`src/rtl/cordic_vector_seq.sv`:
```
// Iterative vectoring-mode CORDIC: converts a Q4.28 vector (x, y) into a
// gain-corrected magnitude and atan2(y, x), one micro-rotation per clock.
module cordic_vector_seq #(
  parameter int N    = 32,
  parameter int ITER = 16
) (
  input  logic         clk,
  input  logic         rst_n,
  input  logic         start,
  input  logic [N-1:0] x_in,
  input  logic [N-1:0] y_in,
  output logic         busy,
  output logic         done,
  output logic [N-1:0] mag,
  output logic [N-1:0] angle
);

  localparam int FRAC = 28;
  localparam logic [N-1:0] HALF_PI = 32'h1921FB54;
  localparam logic signed [2*N-1:0] K_EXT = 64'h0000_0000_09B7_4EDA;

  typedef enum logic [1:0] {S_IDLE, S_ITER, S_SCALE} state_t;

  state_t              state;
  logic signed [N-1:0] x_r, y_r, z_r;
  logic [4:0]          i_r;
  logic                zero_flag;

  logic signed [N-1:0]   x_sh, y_sh;
  logic signed [2*N-1:0] prod, prod_sh;

  // atan(2^-i) scaled by 2^28, truncated; shared with the rotation unit.
  function automatic logic [N-1:0] atan_lut(input logic [4:0] idx);
    case (idx)
      5'd0:  atan_lut = 32'h0C90FDAA;
      5'd1:  atan_lut = 32'h076B19C1;
      5'd2:  atan_lut = 32'h03EB6EBF;
      5'd3:  atan_lut = 32'h01FD5BA9;
      5'd4:  atan_lut = 32'h00FFAADD;
      5'd5:  atan_lut = 32'h007FF556;
      5'd6:  atan_lut = 32'h003FFEAA;
      5'd7:  atan_lut = 32'h001FFFD5;
      5'd8:  atan_lut = 32'h000FFFFA;
      5'd9:  atan_lut = 32'h0007FFFF;
      5'd10: atan_lut = 32'h0003FFFF;
      5'd11: atan_lut = 32'h0001FFFF;
      5'd12: atan_lut = 32'h0000FFFF;
      5'd13: atan_lut = 32'h00007FFF;
      5'd14: atan_lut = 32'h00003FFF;
      5'd15: atan_lut = 32'h00001FFF;
      5'd16: atan_lut = 32'h00000FFF;
      5'd17: atan_lut = 32'h000007FF;
      5'd18: atan_lut = 32'h000003FF;
      5'd19: atan_lut = 32'h000001FF;
      5'd20: atan_lut = 32'h000000FF;
      5'd21: atan_lut = 32'h0000007F;
      5'd22: atan_lut = 32'h0000003F;
      5'd23: atan_lut = 32'h0000001F;
      5'd24: atan_lut = 32'h0000000F;
      5'd25: atan_lut = 32'h00000007;
      5'd26: atan_lut = 32'h00000003;
      5'd27: atan_lut = 32'h00000001;
      default: atan_lut = '0;
    endcase
  endfunction

  always_comb begin
    x_sh    = x_r >>> i_r;
    y_sh    = y_r >>> i_r;
    prod    = $signed({{N{x_r[N-1]}}, x_r}) * K_EXT;
    prod_sh = prod >>> FRAC;
  end

  // NOTE: all state is updated with non-blocking assignments so every
  // register samples pre-edge values, e.g. both X and Y updates see the old X/Y.
  always_ff @(posedge clk or negedge rst_n) begin
    if (!rst_n) begin
      state     <= S_IDLE;
      x_r       <= '0;
      y_r       <= '0;
      z_r       <= '0;
      i_r       <= '0;
      zero_flag <= 1'b0;
      busy      <= 1'b0;
      done      <= 1'b0;
      mag       <= '0;
      angle     <= '0;
    end else begin
      case (state)
        S_IDLE: begin
          done <= 1'b0;
          if (start) begin
            busy      <= 1'b1;
            i_r       <= '0;
            zero_flag <= (x_in == '0) && (y_in == '0);
            state     <= S_ITER;
            // Fold left half-plane vectors into the right half-plane.
            if (!x_in[N-1]) begin
              x_r <= x_in;
              y_r <= y_in;
              z_r <= '0;
            end else if (!y_in[N-1]) begin
              x_r <= y_in;
              y_r <= -x_in;
              z_r <= HALF_PI;
            end else begin
              x_r <= -y_in;
              y_r <= x_in;
              z_r <= -HALF_PI;
            end
          end
        end
        S_ITER: begin
          if (!y_r[N-1]) begin
            x_r <= x_r + y_sh;
            y_r <= y_r - x_sh;
            z_r <= z_r + atan_lut(i_r);
          end else begin
            x_r <= x_r - y_sh;
            y_r <= y_r + x_sh;
            z_r <= z_r - atan_lut(i_r);
          end
          i_r <= i_r + 5'd1;
          if (i_r == 5'(ITER - 1)) state <= S_SCALE;
        end
        S_SCALE: begin
          mag   <= N'(prod_sh);
          angle <= zero_flag ? '0 : z_r;
          done  <= 1'b1;
          busy  <= 1'b0;
          state <= S_IDLE;
        end
        default: state <= S_IDLE;
      endcase
    end
  end

endmodule

```
`config.mk`:
```
export PLATFORM = sky130hd
export DESIGN_NAME = cordic_vector_seq
export DESIGN_NICKNAME = d
export VERILOG_FILES = /design/src/rtl/cordic_vector_seq.sv
export SDC_FILE = /design/constraint.sdc
export NUM_CORES = 2
export LEC_CHECK = 0
export CAP_MARGIN = 20
export CORE_UTILIZATION = 40
export DETAILED_ROUTE_END_ITERATION = 8
export PLACE_DENSITY = 0.58
export SETUP_SLACK_MARGIN = 0.2
export SYNTH_ARGS = -nofsm -noshare
export SYNTH_HDL_FRONTEND = slang
export SYNTH_SLANG_ARGS = --single-unit
export TNS_END_PERCENT = 20
```
`constraint.sdc`:
```
create_clock -name clk -period 7.8 [get_ports clk]
set_input_delay 2.34 -clock clk [delete_from_list [all_inputs] [get_ports clk]]
set_output_delay 2.34 -clock clk [all_outputs]
set_load 0.02 [all_outputs]
```
==> results.cfg <==
[outcome]
status = finished, final reports clean

[yosys]
synth_seq_cells = 170
async_flop_share = 1.00
synth-simple-area-share = 0.105
ys_warn_count = 0
synthMuxAreaShare = 0.0734
netlist_area_um2 = 37100
synth_top_family_by_area = adder cells
synth.distinct_cells = 103
syn_area_per_cell_um2 = 8.86
synthFlopType = dfrtp_1
synthAdderAreaFrac = 0.356
synth-edff-count = 0
ys_seq_area_frac = 0.115
post_synth_xor_area_fraction = 0.0804
postSynthCellCount = 4191
synth_compound_area_frac = 0.182
synth_fp_nets = 5088

[grt]
grt_usage = 0.274
grt_remaining_overflow = 0
grt_pass1_wl_um = 194000
grt_pass1_vias = 30500
grt_max_degree = 97
antenna_found_initial = 2

[clock_tree]
htree_levels = 4
cts_tree = done
insertion_delay_ps = 530
cts_buffers = 17
cts_sinks = 170
root_buffer = clkbuf_16
cts_hold_buf = 0
clkTransAtPathRegs_ps = 80
clock_path_buffers = 2

[detailed_routing]
first_pass_iters = 5
postRouteAntennaNets = 0
route.detailed.drc = 0
wirelength_um = 129000
vias = 31400
avgViaCountPerCell = 5.68
wl_per_cell_um = 23.3
drt_iter0_drc = 2969

[cells_and_area]
final_cells = 5522
final_common_cell = inv_1
final_cell_mix = inv_1, ha_1, fa_1
drive_gt1_frac = 0.0757
final_util = 0.445
diodes = 0
num-nets-final = 5163
fill_cells = 9141
areaGrowthSynthToFinish_pct = 10.0

[timing]
clock.fmax_mhz = 137
skew_ps = 27.8
setup_viol = 0
post-route-min-period_ps = 7290
hold_violations = 0
worst_slack_ps = 511
fin_setup_tns_ps = 0
rsz0062_at_grt = false
worst_pin_slew_ps = 1190
finalCritPeriodShare = 0.934
slew_violations = 0
max_slew_margin = 0.201

[placed_design]
io_buffers = 132
hpwl_um = 107000
dp_slack_ps = 217
dp_cells = 5487
place_congestion = 1.00

[critical_path]
start_kind = register
arrival_ps = 7660
worst-setup-path-type = register to register
rrSetupSlack_ps = 510
crit_family = adder cells
crit_slowest_cell = dfrtp_1
path_buf_inv = 7
path_max_fanout = 8
crit_required_ps = 8170
cpPeakStageDelay_ps = 670
crit_path_end_kind = register

[floorplan]
rows = 111
start_util = 0.405
dieHeight_um = 307
boundaryPins = 133
core_um2 = 91800
die_w_um = 307
die_area_um2 = 94100

[hold_path]
min_path_type = register to register

[run]
drv_cap = 0
## registers in the layout, indices dropped and copies added, names as in the netlist
register,count
mag,32
zero_flag,1
angle,32
busy,1
done,1
z_r,32
x_r,32
i_r,5
y_r,32
state,2
## cells in the mapped netlist, types with 26 or more instances
cell	n	area share
ha_1	453	0.15
o21ai_0	214	0.029
nand2_1	235	0.024
mux4_2	64	0.039
a21o_1	90	0.018
nor2_1	230	0.023
mux2i_1	54	0.015
dfrtp_1	170	0.11
a21oi_1	302	0.041
clkbuf_1	130	0.013
a31oi_1	39	0.0066
nand3_1	49	0.0066
xor2_1	171	0.040
inv_1	658	0.067
nand2b_1	54	0.0091
a211oi_1	127	0.026
xnor2_1	168	0.040
o22ai_1	26	0.0044
nor2b_1	39	0.0066
nor3_1	47	0.0063
fa_1	377	0.20
## routing by layer
metal	routed length (um)	GRT usage	up-vias
li1	-	-	14600
met1	59600	0.398	15600
met2	57000	0.418	1031
met3	7890	0.0363	152
met4	4080	0.0878	0
met5	0	0	-
## layout make-up
type / instances / area, um^2 / area share
multi-input cells: 3177 / 29700 / 0.728
flip-flops and latches: 170 / 4280 / 0.105
inverters: 662 / 2490 / 0.0609
repair buffers: 238 / 2170 / 0.0531
well taps: 1243 / 1560 / 0.0381
clock buffers: 17 / 425 / 0.0104
clock inverters: 15 / 204 / 0.00499
## cell families (layout without fill, tap and decap cells)
kind of cell,Yosys count,count (layout)
adders and majority gates,830,830
AOI/OAI and AO/OA,1043,1043
buffers and inverters,844,932
xor gates and xnor gates,340,340
DFF,170,170
and+or+nand+nor,802,802
muxes,162,162
## tightest hold or removal path, cell delays in order (launching register included)
cell,delay [ps]
dfrtp_1,350
nand2_1,50
o21ai_0,60
## worst paths after layout
check | end | startpoint | cells past startpoint
setup / recovery | mag[30] | x_r[9] | 27
hold / removal | angle[10] | angle[10] | 2
setup reg to reg | mag[30] | x_r[9] | 27
hold reg to reg | angle[10] | angle[10] | 2
max in group asynchronous | mag[29] | rst_n | 2
min in group asynchronous | angle[28] | rst_n | 1
## through the flow
step	instance area [um^2]	hold WS, ps
final	40900	482
after global routing	40900	501
after CTS	40700	489
after detailed placement	40000	470
after global placement	40000	463
after floorplan	37100	469
## repair_timing
item                       in CTS  in global routing
pin swaps                       0                  3
resized for setup               1                 38
setup endpoints to repair       2                  8
gates cloned                    0                  0
setup buffers                   0                  1
Power is not shown: default switching activity piles up to over one toggle a cycle in this logic, so the estimate is an artifact.
